`src/rtl/wb_write_scheduler_if.sv`:
```
// Bundle of request, response and scoreboard signals between decode/execute and the
// register-file write scheduler.
interface wb_write_scheduler_if #(
    parameter int AW = 5,
    parameter int DW = 32
);
    logic          a_valid_i;
    logic [AW-1:0] a_addr_i;
    logic [DW-1:0] a_data_i;
    logic          b_valid_i;
    logic          b_ready_o;
    logic [AW-1:0] b_addr_i;
    logic [DW-1:0] b_data_i;
    logic          iss_valid_i;
    logic [AW-1:0] iss_addr_i;
    logic          iss_ready_o;
    logic [AW-1:0] RSaddr_i;
    logic [AW-1:0] RTaddr_i;
    logic          rs_busy_o;
    logic          rt_busy_o;
    logic [AW-1:0] RDaddr_o;
    logic [DW-1:0] RDdata_o;
    logic          RegWrite_o;
    logic          waw_err_o;

    modport master (
        output a_valid_i, a_addr_i, a_data_i,
        output b_valid_i, b_addr_i, b_data_i,
        output iss_valid_i, iss_addr_i, RSaddr_i, RTaddr_i,
        input  b_ready_o, iss_ready_o, rs_busy_o, rt_busy_o,
        input  RDaddr_o, RDdata_o, RegWrite_o, waw_err_o
    );

    modport slave (
        input  a_valid_i, a_addr_i, a_data_i,
        input  b_valid_i, b_addr_i, b_data_i,
        input  iss_valid_i, iss_addr_i, RSaddr_i, RTaddr_i,
        output b_ready_o, iss_ready_o, rs_busy_o, rt_busy_o,
        output RDaddr_o, RDdata_o, RegWrite_o, waw_err_o
    );
endinterface

```
`src/rtl/wb_write_scheduler.sv`:
```
// Merges WB-stage writes (port A, priority) with buffered long-latency results (port B)
// onto one register-file write port, and tracks registers with outstanding long-latency writes.
module wb_write_scheduler #(
    parameter int DEPTH = 4,
    parameter int AW    = 5,
    parameter int DW    = 32
) (
    input  logic                  clk_i,
    input  logic                  rst_i,
    wb_write_scheduler_if.slave   bus
);
    localparam int PW   = $clog2(DEPTH);
    localparam int NREG = 1 << AW;

    logic [AW-1:0]   r_fifo_addr [DEPTH];
    logic [DW-1:0]   r_fifo_data [DEPTH];
    logic [PW-1:0]   r_rd_ptr;
    logic [PW-1:0]   r_wr_ptr;
    logic [PW:0]     r_count;
    logic [NREG-1:0] r_pending;
    logic            r_regwrite;
    logic [AW-1:0]   r_rdaddr;
    logic [DW-1:0]   r_rddata;
    logic            r_waw_err;

    logic            w_full;
    logic            w_empty;
    logic            w_push;
    logic            w_pop;
    logic            w_iss_set;
    logic            w_waw;
    logic [AW-1:0]   w_head_addr;
    logic [DW-1:0]   w_head_data;
    logic            w_sel_vld;
    logic [AW-1:0]   w_sel_addr;
    logic [DW-1:0]   w_sel_data;
    logic [NREG-1:0] w_pending_nxt;

    assign w_full      = (r_count == (PW+1)'(DEPTH));
    assign w_empty     = (r_count == '0);
    assign w_push      = bus.b_valid_i & ~w_full;
    assign w_pop       = ~bus.a_valid_i & ~w_empty;
    assign w_iss_set   = bus.iss_valid_i & ~r_pending[bus.iss_addr_i] & (bus.iss_addr_i != '0);
    assign w_waw       = bus.a_valid_i & r_pending[bus.a_addr_i] & (bus.a_addr_i != '0);
    assign w_head_addr = r_fifo_addr[r_rd_ptr];
    assign w_head_data = r_fifo_data[r_rd_ptr];

    // Port A always wins; a FIFO entry is only popped when A is idle.
    assign w_sel_vld  = bus.a_valid_i | w_pop;
    assign w_sel_addr = bus.a_valid_i ? bus.a_addr_i : w_head_addr;
    assign w_sel_data = bus.a_valid_i ? bus.a_data_i : w_head_data;

    // Clear first, then set, so a same-edge issue to the retiring address stays pending.
    always_comb begin
        w_pending_nxt = r_pending;
        if (w_pop)
            w_pending_nxt[w_head_addr] = 1'b0;
        if (w_iss_set)
            w_pending_nxt[bus.iss_addr_i] = 1'b1;
    end

    always_ff @(posedge clk_i) begin
        if (w_push) begin
            r_fifo_addr[r_wr_ptr] <= bus.b_addr_i;
            r_fifo_data[r_wr_ptr] <= bus.b_data_i;
        end
    end

    always_ff @(posedge clk_i or negedge rst_i) begin
        if (!rst_i) begin
            r_rd_ptr   <= '0;
            r_wr_ptr   <= '0;
            r_count    <= '0;
            r_pending  <= '0;
            r_regwrite <= 1'b0;
            r_rdaddr   <= '0;
            r_rddata   <= '0;
            r_waw_err  <= 1'b0;
        end else begin
            if (w_push)
                r_wr_ptr <= r_wr_ptr + PW'(1);
            if (w_pop)
                r_rd_ptr <= r_rd_ptr + PW'(1);
            r_count   <= r_count + (PW+1)'(w_push) - (PW+1)'(w_pop);
            r_pending <= w_pending_nxt;
            if (w_waw)
                r_waw_err <= 1'b1;
            // Writes to r0 are consumed but never reach the register file.
            r_regwrite <= w_sel_vld & (w_sel_addr != '0);
            if (w_sel_vld && (w_sel_addr != '0)) begin
                r_rdaddr <= w_sel_addr;
                r_rddata <= w_sel_data;
            end
        end
    end

    assign bus.b_ready_o   = ~w_full;
    assign bus.iss_ready_o = ~r_pending[bus.iss_addr_i];
    assign bus.rs_busy_o   = r_pending[bus.RSaddr_i];
    assign bus.rt_busy_o   = r_pending[bus.RTaddr_i];
    assign bus.RDaddr_o    = r_rdaddr;
    assign bus.RDdata_o    = r_rddata;
    assign bus.RegWrite_o  = r_regwrite;
    assign bus.waw_err_o   = r_waw_err;
endmodule

```
`src/flat_wrapper.sv`:
```
// flat-port wrapper written by rule: the top's interface ports become plain ports
module wb_write_scheduler_flat 
#(
    parameter int DEPTH = 4,
    parameter int AW    = 5,
    parameter int DW    = 32
)
  (clk_i, rst_i, bus_a_valid_i, bus_a_addr_i, bus_a_data_i, bus_b_valid_i, bus_b_addr_i, bus_b_data_i, bus_iss_valid_i, bus_iss_addr_i, bus_RSaddr_i, bus_RTaddr_i, bus_b_ready_o, bus_iss_ready_o, bus_rs_busy_o, bus_rt_busy_o, bus_RDaddr_o, bus_RDdata_o, bus_RegWrite_o, bus_waw_err_o);
  wb_write_scheduler_if #(.AW(AW), .DW(DW)) bus_i ();
  input  logic clk_i;
  input  logic rst_i;
  input wire logic [$bits(bus_i.a_valid_i)-1:0] bus_a_valid_i;
  input wire logic [$bits(bus_i.a_addr_i)-1:0] bus_a_addr_i;
  input wire logic [$bits(bus_i.a_data_i)-1:0] bus_a_data_i;
  input wire logic [$bits(bus_i.b_valid_i)-1:0] bus_b_valid_i;
  input wire logic [$bits(bus_i.b_addr_i)-1:0] bus_b_addr_i;
  input wire logic [$bits(bus_i.b_data_i)-1:0] bus_b_data_i;
  input wire logic [$bits(bus_i.iss_valid_i)-1:0] bus_iss_valid_i;
  input wire logic [$bits(bus_i.iss_addr_i)-1:0] bus_iss_addr_i;
  input wire logic [$bits(bus_i.RSaddr_i)-1:0] bus_RSaddr_i;
  input wire logic [$bits(bus_i.RTaddr_i)-1:0] bus_RTaddr_i;
  output wire logic [$bits(bus_i.b_ready_o)-1:0] bus_b_ready_o;
  output wire logic [$bits(bus_i.iss_ready_o)-1:0] bus_iss_ready_o;
  output wire logic [$bits(bus_i.rs_busy_o)-1:0] bus_rs_busy_o;
  output wire logic [$bits(bus_i.rt_busy_o)-1:0] bus_rt_busy_o;
  output wire logic [$bits(bus_i.RDaddr_o)-1:0] bus_RDaddr_o;
  output wire logic [$bits(bus_i.RDdata_o)-1:0] bus_RDdata_o;
  output wire logic [$bits(bus_i.RegWrite_o)-1:0] bus_RegWrite_o;
  output wire logic [$bits(bus_i.waw_err_o)-1:0] bus_waw_err_o;
  assign bus_i.a_valid_i = bus_a_valid_i;
  assign bus_i.a_addr_i = bus_a_addr_i;
  assign bus_i.a_data_i = bus_a_data_i;
  assign bus_i.b_valid_i = bus_b_valid_i;
  assign bus_i.b_addr_i = bus_b_addr_i;
  assign bus_i.b_data_i = bus_b_data_i;
  assign bus_i.iss_valid_i = bus_iss_valid_i;
  assign bus_i.iss_addr_i = bus_iss_addr_i;
  assign bus_i.RSaddr_i = bus_RSaddr_i;
  assign bus_i.RTaddr_i = bus_RTaddr_i;
  assign bus_b_ready_o = bus_i.b_ready_o;
  assign bus_iss_ready_o = bus_i.iss_ready_o;
  assign bus_rs_busy_o = bus_i.rs_busy_o;
  assign bus_rt_busy_o = bus_i.rt_busy_o;
  assign bus_RDaddr_o = bus_i.RDaddr_o;
  assign bus_RDdata_o = bus_i.RDdata_o;
  assign bus_RegWrite_o = bus_i.RegWrite_o;
  assign bus_waw_err_o = bus_i.waw_err_o;
  wb_write_scheduler #(.DEPTH(DEPTH), .AW(AW), .DW(DW)) u_core (.clk_i(clk_i), .rst_i(rst_i), .bus(bus_i));
endmodule
```
`config.mk`:
```
export PLATFORM = sky130hd
export DESIGN_NAME = wb_write_scheduler_flat
export DESIGN_NICKNAME = d
export VERILOG_FILES = /design/src/rtl/wb_write_scheduler_if.sv /design/src/rtl/wb_write_scheduler.sv /design/src/flat_wrapper.sv
export SDC_FILE = /design/constraint.sdc
export NUM_CORES = 1
export LEC_CHECK = 0
export ABC_AREA = 1
export CAP_MARGIN = 40
export CORE_ASPECT_RATIO = 1.2
export CORE_UTILIZATION = 50
export DETAILED_ROUTE_END_ITERATION = 10
export GPL_ROUTABILITY_DRIVEN = 1
export PLACE_DENSITY = 0.71
export SLEW_MARGIN = 25
export SYNTH_ARGS = -nofsm -noshare
export SYNTH_HDL_FRONTEND = slang
export SYNTH_SLANG_ARGS = --single-unit
```
`constraint.sdc`:
```
create_clock -name clk_i -period 6.55 [get_ports clk_i]
set_input_delay 0.9825 -clock clk_i [delete_from_list [all_inputs] [get_ports clk_i]]
set_output_delay 0.9825 -clock clk_i [all_outputs]
set_load 0.005 [all_outputs]
```
==> summary.txt <==
Synthesis
  • Largest family of logic cells by synthesized area: simple AND/OR/NAND/NOR gates
  • Synth Register Bits: around 230
  • Distinct cell type count after synthesis: 32
  • Synthesized area per cell: about 9 sq um
  • Synthesized area: between 10000 and 15000 sq um
  • Post-synthesis sequential area ratio: between 50% and 60%
  • Most used DFF post-synth: edfxtp_1
  • Xor and xnor area share after synthesis: less than 1%
  • Synth Area in Simple Gates: 24.47%
  • Post-Syn Instances: ~1200
  • Synth Area in Adders: less than 1%
  • Synth async-reset ratio: 34.51%
  • Mux cell area share after synthesis: 0%
  • Number of synthesized flops with an enable pin: 148
  • Warnings from Yosys: 0
  • Compound-Gate Fraction of Synth Area: 10.39%
  • Mapped Nets: 1286

Timing
  • Final period util: roughly two thirds
  • Maximum clock frequency: about 230 MHz
  • Worst Slack Setup Final: 2.247 ns
  • Setup TNS: 0 ns
  • Unrepaired setup endpoints after global routing: false
  • Hold WS: 0.3853 ns
  • Setup violations, final: 0
  • Clock Skews: ~0.011 ns
  • Final Hold Vio Count: 0
  • Slew HR: 44.90%
  • Worst-Margin Slew: between 0.8 and 0.9 ns
  • Final Max Slew Viols: 0
  • Tmin final: 4.303 ns

Final layout
  • Fillers: roughly 1800
  • Synthesis-to-finish area growth: 21.92%
  • Most frequent cells in the layout: 444 x nand2_1, 148 x edfxtp_1, 134 x clkdlybuf4s50_1
  • Most common cell after layout, fill and taps aside: nand2_1
  • Layout cells sized above 1: 5.171%
  • Nets: 1400
  • Final Util: approximately 62%

GRT
  • GR Overflow Total: 0
  • Largest net degree at the start of global routing: 77
  • Tot GR Track Use: a little over a quarter
  • Initial antenna violation count: 2
  • First-pass GRT wire length: between 40 and 50 mm
  • Number of global-route vias before repair: approximately 8500

Clock network
  • Root Driver: clkbuf_16
  • Clock Path Buffers: 3
  • Worst-path clk slew: around 0.060 ns
  • Post-cts hold buffer count: 0
  • Inserted Clock Buffers: 23
  • Post-CTS resize count: 0
  • Clock Latency Late Sink: just over 0.5 ns
  • Clock sinks: roughly 230
  • Post-CTS Setup Bufs: 0
  • H-tree depth: 1
  • CTS tree: built

Setup path
  • CP arrival: roughly 3.3 ns
  • Crit path capture type: output pin
  • R2R Setup Slk: between 3 and 4 ns
  • Critical-path maximum fanout: 20
  • Reg2Reg Capture Point: u_core.bus.RDdata_o[27]$_DFFE_PN0P_
  • R2R cell count: 11
  • Reg-to-reg startpoint: u_core.r_rd_ptr[0]$_DFFE_PN0N_
  • CP Data Required Time: ~5.6 ns
  • Type of the worst setup path: in2out
  • Worst setup SP type: primary input

Routing
  • DR vias: between 8000 and 9000
  • DR pass1 iterations: 6
  • Routed Antenna Nets: 0
  • Vias per cell: around 5.6
  • Final wirelength: roughly 30 mm
  • Routed wire per std cell: about 19 microns
  • Drt drc: 0
  • DRT iter0 DRCs: roughly 760

Flow run
  • Max-Cap Viols: 0

Die
  • Die ar.: approximately 22000 sq um
  • Starting Density: ~51%
  • Cell row count: 58
  • I/O Pins: between 100 and 150
  • Chip width: 136.0 microns
  • Core ar.: 21050 sq um
  • Die Y: 162.8 microns

Place
  • Setup WS pre-CTS: ~2.3 ns
  • Gpl congestion: 0.9267
  • Input/output buffers: around 140
  • Post-detail-place hpwl: ~18 mm

Power and ir drop
  • Leakage: between 5 and 6 nW
  • PwrDens: between 400 and 500 nW/um^2
  • Pwr Total: 5.555 mW
  • Worst VDD drop: between 0.2 and 0.3 mV

Hold path
  • Hold crit path type: in2async

Run status
  • Status: finished, final reports clean
cell families (layout without fill, tap and decap cells):
kind of cell             count (synthesis)  count (layout)
adder cells (fa/ha/maj)                  7               7
AND/OR/NAND/NOR                        650             650
other                                    0               2
AO/OA/AOI/OAI                          185             185
buffers and inverters                  112             242
flip-flops                             226             226
XOR/XNOR                                 5               5
cell type report:
class                           count  area [sq um]  share of cell area (%)
Sequential cell                   226          6397                   48.72
Multi-Input combinational cell    847          3923                   29.87
Timing Repair Buffer              151          1518                   11.56
Clock buffer                       32         639.4                   4.869
Tap cell                          270         337.8                   2.573
Inverter                           50         187.7                   1.429
Clock inverter                      9         123.9                  0.9433
Antenna cell                        2         5.005                 0.03811
how the worst max path moves through the flow:
stage	startpoint	endpoint	slack (ns)	depth (start not counted)
2_1_floorplan	bus_b_valid_i	u_core.r_fifo_addr[0][0]$_DFFE_PP_	3.43	2
3_3_place_gp	bus_iss_addr_i[0]	bus_iss_ready_o	2.33	12
3_5_place_dp	bus_iss_addr_i[0]	bus_iss_ready_o	2.26	12
4_1_cts	bus_iss_addr_i[0]	bus_iss_ready_o	2.26	12
5_1_grt	bus_iss_addr_i[0]	bus_iss_ready_o	1.97	12
6_report	bus_iss_addr_i[0]	bus_iss_ready_o	2.25	12
state kept, by name, indices dropped and copies added, names as in the netlist:
signal / cells
u_core.r_fifo_addr: 20
u_core.r_wr_ptr: 2
u_core.bus.waw_err_o: 1
u_core.r_pending: 32
u_core.bus.RDdata_o: 32
u_core.r_fifo_data: 128
u_core.r_rd_ptr: 2
u_core.bus.RDaddr_o: 5
u_core.bus.RegWrite_o: 1
u_core.r_count: 3
synthesized netlist by cell type (all sizes together) (30+ instances only):
cell,count,area [sq um]
o21ai,52,267.8
nand3,116,598.1
buf,32,181.4
a21oi,67,335.3
edfxtp,148,4444
nand2,448,1692
dfrtp,78,1952
inv,48,180.2
clkbuf,30,112.6
o31ai,32,240.2
nor2,75,289.0
power by group:
| group | switching (mW) | internal (mW) | total [mW] |
|---|---|---|---|
| clock | 0.528 | 0.800 | 1.33 |
| sequential | 0.344 | 1.96 | 2.30 |
| combinational | 1.19 | 0.733 | 1.92 |
| total | 2.06 | 3.49 | 5.56 |
worst max-delay path: stages:
cell and delay, ns:
clkdlybuf4s50_1 0.91, inv_2 0.29, nand2_1 0.12, nand2_1 0.05
nand2_1 0.05, nand2_1 0.06, nand2_1 0.05, nand2_1 0.05
nor2_1 0.11, nand2_1 0.09, inv_1 0.06, clkdlybuf4s50_1 0.48
metal layers:
layer | part of all wire (%) | vias up | GRT usage [%]
met5 | 0 | - | 0
met4 | 4.0 | 0 | 12.58
met3 | 7.0 | 69 | 4.139
met2 | 50 | 375 | 46.71
met1 | 39 | 4260 | 33.56
li1 | - | 4255 | -
per-stage QoR:
step / area [sq um] / instances
3_5_place_dp: 12320 / 1542
3_3_place_gp: 12280 / 1540
4_1_cts: 13080 / 1583
2_1_floorplan: 10770 / 1185
6_report: 13130 / 1587
5_1_grt: 13130 / 1586
No activity file was read; power rests on OpenSTA's default activity.
